[src/rtl/ysyx_25040111_lsu.sv]
// Load/store unit: takes one EXU request at a time, issues an aligned memory
// access when needed, and retires the result with GPR/CSR writeback.
module ysyx_25040111_lsu #(
   parameter int unsigned TIMEOUT = 255
) (
   input  logic        clk,
   input  logic        rst_n,
   input  logic        abt_valid,
   input  logic        abt_men,
   input  logic        abt_write,
   input  logic [31:0] abt_addr,
   input  logic [31:0] abt_wdata,
   input  logic [1:0]  abt_mask,
   input  logic        abt_rsign,
   input  logic [4:0]  abt_ard,
   input  logic [31:0] abt_rd,
   input  logic        abt_gen,
   input  logic [11:0] abt_acsr,
   input  logic [31:0] abt_csr,
   input  logic        abt_sen,
   input  logic [31:0] abt_pc,
   output logic        abt_ready,
   output logic        abt_finish,
   output logic [4:0]  abt_frd,
   output logic        mem_req_valid,
   output logic        mem_req_write,
   output logic [31:0] mem_req_addr,
   output logic [31:0] mem_req_wdata,
   output logic [3:0]  mem_req_wstrb,
   input  logic        mem_req_ready,
   input  logic        mem_resp_valid,
   input  logic [31:0] mem_resp_data,
   input  logic        mem_resp_err,
   output logic        gpr_wen,
   output logic [4:0]  gpr_waddr,
   output logic [31:0] gpr_wdata,
   output logic        csr_wen,
   output logic [11:0] csr_waddr,
   output logic [31:0] csr_wdata,
   output logic [31:0] commit_pc,
   output logic        lsu_err,
   output logic [3:0]  lsu_errtp
);

   localparam int unsigned CW = (TIMEOUT < 2) ? 1 : $clog2(TIMEOUT + 1);

   typedef enum logic [1:0] {
      S_IDLE,
      S_REQ,
      S_WAIT,
      S_WB
   } state_e;

   state_e        state_q, state_d;
   logic [CW-1:0] cnt_q, cnt_d;
   logic [31:0]   rdata_q, rdata_d;
   logic          berr_q, berr_d;

   logic          men_q, write_q, rsign_q, gen_q, sen_q, mis_q;
   logic [31:0]   addr_q, wdata_q, rd_q, csr_q, pc_q;
   logic [1:0]    mask_q;
   logic [4:0]    ard_q;
   logic [11:0]   acsr_q;

   logic          accept;
   logic          mis_in;
   logic          is_load;
   logic          err;
   logic [31:0]   ld_sh;
   logic [31:0]   ld_data;
   logic [31:0]   st_data;
   logic [3:0]    st_strb;

   assign abt_ready = rst_n & (state_q == S_IDLE);
   assign accept    = abt_valid & abt_ready;
   assign mis_in    = abt_men & (((abt_mask == 2'b10) & abt_addr[0]) |
                                 ((abt_mask == 2'b11) & (|abt_addr[1:0])));

   always_ff @(posedge clk or negedge rst_n) begin
      if (!rst_n) begin
         state_q <= S_IDLE;
         cnt_q   <= '0;
         rdata_q <= '0;
         berr_q  <= 1'b0;
      end else begin
         state_q <= state_d;
         cnt_q   <= cnt_d;
         rdata_q <= rdata_d;
         berr_q  <= berr_d;
      end
   end

   always_ff @(posedge clk or negedge rst_n) begin
      if (!rst_n) begin
         men_q   <= 1'b0;
         write_q <= 1'b0;
         addr_q  <= '0;
         wdata_q <= '0;
         mask_q  <= '0;
         rsign_q <= 1'b0;
         ard_q   <= '0;
         rd_q    <= '0;
         gen_q   <= 1'b0;
         acsr_q  <= '0;
         csr_q   <= '0;
         sen_q   <= 1'b0;
         pc_q    <= '0;
         mis_q   <= 1'b0;
      end else if (accept) begin
         men_q   <= abt_men;
         write_q <= abt_write;
         addr_q  <= abt_addr;
         wdata_q <= abt_wdata;
         mask_q  <= abt_mask;
         rsign_q <= abt_rsign;
         ard_q   <= abt_ard;
         rd_q    <= abt_rd;
         gen_q   <= abt_gen;
         acsr_q  <= abt_acsr;
         csr_q   <= abt_csr;
         sen_q   <= abt_sen;
         pc_q    <= abt_pc;
         mis_q   <= mis_in;
      end
   end

   always_comb begin
      state_d = state_q;
      cnt_d   = cnt_q;
      rdata_d = rdata_q;
      berr_d  = berr_q;
      unique case (state_q)
         S_IDLE: begin
            if (accept) begin
               state_d = (abt_men & ~mis_in) ? S_REQ : S_WB;
               cnt_d   = '0;
               berr_d  = 1'b0;
            end
         end
         S_REQ: begin
            cnt_d = '0;
            if (mem_req_ready) state_d = S_WAIT;
         end
         S_WAIT: begin
            // A response on the last counted cycle still wins over the timeout.
            if (mem_resp_valid) begin
               rdata_d = mem_resp_data;
               berr_d  = mem_resp_err;
               state_d = S_WB;
            end else if (cnt_q == CW'(TIMEOUT - 1)) begin
               berr_d  = 1'b1;
               state_d = S_WB;
            end else begin
               cnt_d = cnt_q + CW'(1);
            end
         end
         S_WB: state_d = S_IDLE;
         default: state_d = S_IDLE;
      endcase
   end

   always_comb begin
      st_strb = 4'b0000;
      st_data = '0;
      ld_sh   = rdata_q >> {addr_q[1:0], 3'b000};
      ld_data = rdata_q;
      unique case (mask_q)
         2'b01: begin
            st_strb = 4'b0001 << addr_q[1:0];
            st_data = {4{wdata_q[7:0]}};
            ld_data = {{24{rsign_q & ld_sh[7]}}, ld_sh[7:0]};
         end
         2'b10: begin
            st_strb = 4'b0011 << addr_q[1:0];
            st_data = {2{wdata_q[15:0]}};
            ld_data = {{16{rsign_q & ld_sh[15]}}, ld_sh[15:0]};
         end
         default: begin
            st_strb = 4'b1111 << addr_q[1:0];
            st_data = wdata_q;
         end
      endcase
   end

   assign is_load = men_q & ~write_q;
   assign err     = mis_q | berr_q;

   always_comb begin
      abt_finish    = 1'b0;
      abt_frd       = '0;
      mem_req_valid = 1'b0;
      mem_req_write = 1'b0;
      mem_req_addr  = '0;
      mem_req_wdata = '0;
      mem_req_wstrb = '0;
      gpr_wen       = 1'b0;
      gpr_waddr     = '0;
      gpr_wdata     = '0;
      csr_wen       = 1'b0;
      csr_waddr     = '0;
      csr_wdata     = '0;
      commit_pc     = '0;
      lsu_err       = 1'b0;
      lsu_errtp     = '0;
      if (state_q == S_REQ) begin
         mem_req_valid = 1'b1;
         mem_req_write = write_q;
         mem_req_addr  = {addr_q[31:2], 2'b00};
         mem_req_wdata = write_q ? st_data : '0;
         mem_req_wstrb = write_q ? st_strb : 4'b0000;
      end
      if (state_q == S_WB) begin
         abt_finish = 1'b1;
         abt_frd    = ard_q;
         commit_pc  = pc_q;
         gpr_wen    = (gen_q | (is_load & ~err)) & ~err & (|ard_q);
         gpr_waddr  = ard_q;
         gpr_wdata  = is_load ? ld_data : rd_q;
         csr_wen    = sen_q;
         csr_waddr  = acsr_q;
         csr_wdata  = csr_q;
         lsu_err    = err;
         // errtp: 4/6 misaligned load/store, 5/7 bus error or timeout.
         if (mis_q)       lsu_errtp = {2'b01, write_q, 1'b0};
         else if (berr_q) lsu_errtp = {2'b01, write_q, 1'b1};
      end
   end

endmodule

[config.mk]
export PLATFORM = sky130hd
export DESIGN_NAME = ysyx_25040111_lsu
export DESIGN_NICKNAME = d
export VERILOG_FILES = /design/src/rtl/ysyx_25040111_lsu.sv
export SDC_FILE = /design/constraint.sdc
export NUM_CORES = 1
export LEC_CHECK = 0
export ABC_AREA = 0
export CAP_MARGIN = 0
export CORE_AREA = 2 2 163 165
export DETAILED_ROUTE_END_ITERATION = 6
export DIE_AREA = 0 0 165 167
export DONT_BUFFER_PORTS = 1
export MAX_ROUTING_LAYER = met4
export PLACE_DENSITY = 0.62
export SYNTH_ARGS = -nofsm -noshare
export SYNTH_HDL_FRONTEND = slang
export SYNTH_SLANG_ARGS = --single-unit
[constraint.sdc]
create_clock -name clk -period 2.45 [get_ports clk]
set_clock_uncertainty 0.1 [all_clocks]
set_input_delay 0.49 -clock clk [delete_from_list [all_inputs] [get_ports clk]]
set_output_delay 0.49 -clock clk [all_outputs]
set_load 0.05 [all_outputs]
==> key figures <==
Clocking
  • Clock sinks: 228
  • H-Tree Depth: 1
  • Clk buf depth: 3
  • Clk_lat worst skew: 0.54 ns
  • Root Buffer: clkbuf_16
  • Total CTS buffers: 26
  • CTS tree: built
  • Hold_buf cts: 212
  • Clk pin slew, worst setup/hold paths: 0.06 ns

Yosys
  • Synthesized area per cell: 8.358 µm²
  • Synth Flop Type: dfrtp_1
  • Asr flop ratio synth: 1.000
  • Register area share after synthesis: 0.5019
  • Seq cells post-synth: 228
  • Gate Count Post-Synth: 1360
  • Mapped Area: 0.01137 mm²
  • YS warnings: 0
  • Library cells used by synthesis: 53
  • Post-synth EDFFs: 0

Critical path
  • CP max stage cell: dfrtp_2
  • Crit path buffers/inverters: 2
  • Worst path most repeated cell: buf_6
  • Critical path peak fanout: 16
  • Worst EP required: 1.86 ns
  • Worst path arrival time: 2.30 ns
  • CP Capture Type: output port
  • Cell family with most CP delay: flip-flops
  • CP Cell Sequence: mux2i_2 > o22ai_1 > o2111ai_2 > buf_6 > nand2_1 > buf_6
  • Crit Path Class: register to output port
  • CP Launch Type: register
  • CP max stage delay: 0.49 ns

Run status
  • Failing checks: hold timing, setup timing
  • Status: complete, but fails checks

Placement
  • Final GP Congestion: 0.8915
  • Placed Cells: 1797
  • Hpwl dp: 25350 µm
  • Port Buffers: 0

Timing
  • Slew Limit Fails: 0
  • Final setup fails: 164
  • Unrepaired setup endpoints after global routing: true
  • Worst hold margin: -0.4575 ns
  • Worst Tran Pin Value: 0.6485 ns
  • Crit share post-route: 1.180
  • Slew HR: 0.5667
  • Fin crit period: 2.892 ns
  • Final setup margin: -0.4418 ns
  • FMAX: 0.3458 GHz
  • Final number of hold-violating endpoints: 228

Floorplanning
  • Die Ht: 167 µm
  • Boundary Pins: 419
  • Die width: 165 µm
  • Core Region: 0.02576 mm²
  • Initial Utilization: 0.4412
  • Row count: 59
  • Die ar.: 0.02756 mm²

Hold path
  • HP Class: input pin to asynchronous set/reset pin

Cells and area
  • Layout area overhead: 72.29%
  • Final cell count without fillers: 2103
  • Fillers: 1543
  • Fraction of layout cells with a size suffix above 1: 0.3124
  • Commonest non-fill, non-tap cells in the layout: 544 x nand2_1, 223 x dfrtp_1, 212 x dlygate4sd3_1
  • Final Core Density: 0.7602
  • Most common cell after layout, fill and taps aside: nand2_1
  • Final nets: 1978

Pwr
  • Power consumption: 29.01 mW
  • Pwr Density: 1481 mW/mm²
  • P_leak: 9.117 nW
  • Maximum vdd drop: 0.9584 mV

Route
  • Initial DRT Pass Iterations: 5
  • Drt drc: 0
  • Drt via density: 5.529
  • Detailed Route WL: 45060 µm
  • Via count: 11630
  • DRT iter0 DRCs: 920
  • ANT nets after route: 0
  • Drt wl/cell: 21.43 µm

GRT
  • Number of global-route vias before repair: 12170
  • Antenna violations before repair: 4
  • Total gr overflow: 0
  • First-pass GRT wire length: 67570 µm
  • Largest net degree at the start of global routing: 233
  • GR Util All Layers: 0.3236

Flow run
  • Max-cap violation count: 0
-- through the flow --
step,setup TNS [ns],hold WS (ns),setup slack [ns],cell area (µm²)
final,-28.11,-0.4575,-0.4418,19590
after detailed placement,0,0.1035,0.04309,14990
after floorplan,-0.4071,0.09441,-0.04538,11910
after CTS,-22.98,-0.4690,-0.3816,19000
after global routing,-37.04,-0.4761,-0.4941,19590
after global placement,0,0.1034,0.07442,14990
-- where the power goes --
group / switching, mW / total [mW] / internal, mW
Sequential: 1.44 / 7.10 / 5.66
Clock: 1.62 / 3.99 / 2.37
Combinational: 10.1 / 17.9 / 7.83
-- sequential cells by signal, indices dropped and copies added, names as in the netlist --
signal and flops:
acsr_q 12, addr_q 32, ard_q 5, berr_q 1, cnt_q 8, csr_q 32, gen_q 1, mask_q 2
men_q 1, mis_q 1, pc_q 32, rd_q 32, rdata_q 32, rsign_q 1, sen_q 1, state_q 2
wdata_q 32, write_q 1
-- per-layer routing --
layer | wire length [µm] | global-route usage | part of all wire | up-vias
met5 | 0 | - | 0 | -
met2 | 23030 | 0.5388 | 0.51 | 613
met1 | 16490 | 0.3733 | 0.37 | 5725
met4 | 1871 | 0.1338 | 0.042 | 0
li1 | - | - | - | 5155
met3 | 3666 | 0.07671 | 0.081 | 134
-- path summary, 6_finish.rpt --
check / depth (start not counted) / slack, ns / from / to
max: 6 / -0.44 / addr_q[1] / gpr_wdata[20]
min in group clk: 2 / 0.03 / abt_wdata[31] / wdata_q[31]
min reg2reg: 2 / 0.37 / sen_q / sen_q
max in group asynchronous: 0 / 2.35 / rst_n / addr_q[30]
max reg2reg: 8 / 0.10 / state_q[1] / cnt_q[6]
min: 0 / -0.46 / rst_n / rd_q[22]
-- area by class of cell --
type                            instances  area (µm²)  area share
Clock buffer                           40       773.2     0.03948
Antenna cell                            4       10.01   0.0005111
Inverter                               30       122.6    0.006261
Tap cell                              335       419.2     0.02140
Timing Repair Buffer                  455        6210      0.3171
Clock inverter                          5       86.33    0.004408
Multi-Input combinational cell       1006        6252      0.3192
Sequential cell                       228        5712      0.2916
-- cell families after synthesis --
logic type,Yosys count,share of synthesized area
and+or+nand+nor,810,0.3154
muxes,44,0.04249
adders and majority gates,9,0.009907
DFF,228,0.5019
buffers and inverters,129,0.04810
AOI/OAI and AO/OA,139,0.08189
other,1,0.0003299
-- worst register-to-register path: cells and delay by family (launching register included) --
family	cells	cell delay (ns)
flip-flops	1	0.43
AND/OR/NAND/NOR	1	0.44
adder cells (fa/ha/maj)	1	0.22
buffers and inverters	4	0.61
AO/OA/AOI/OAI	2	0.48
-- timing repair --
action | in CTS | in global routing
pin swaps | 24 | 13
endpoints found under the setup margin | 185 | 159
gates resized for setup | 206 | 104
cloned | 13 | 5
hold endpoints to repair | 440 | 228
setup buffers | 15 | 14
-- cells in the mapped netlist, types with 2 or more instances --
library cell	instances	area (µm²)
nand3_1	6	30.03
o311ai_0	3	26.28
dfrtp_1	228	5705
nand2_1	562	2110
nand4b_1	2	17.52
nand2b_1	3	18.77
a21oi_1	36	180.2
o31ai_1	2	15.01
o32ai_1	7	61.31
nor2b_1	22	137.6
o2bb2ai_1	7	61.31
a221o_1	8	80.08
o41ai_1	2	17.52
nor3_1	6	30.03
ha_1	9	112.6
o21ai_0	39	195.2
nor2_1	41	153.9
mux2_2	34	382.9
o211ai_1	11	82.58
buf_4	10	75.07
mux2i_1	10	100.1
o21a_1	2	15.01
a221oi_1	7	61.31
clkbuf_1	65	244.0
a211oi_1	3	22.52
and3_1	28	175.2
nor3b_1	11	82.58
inv_1	29	108.9
buf_1	9	33.78
buf_2	14	70.07
nand3b_1	9	67.56
and2_1	114	713.2
No activity file was read; power rests on OpenSTA's default activity.
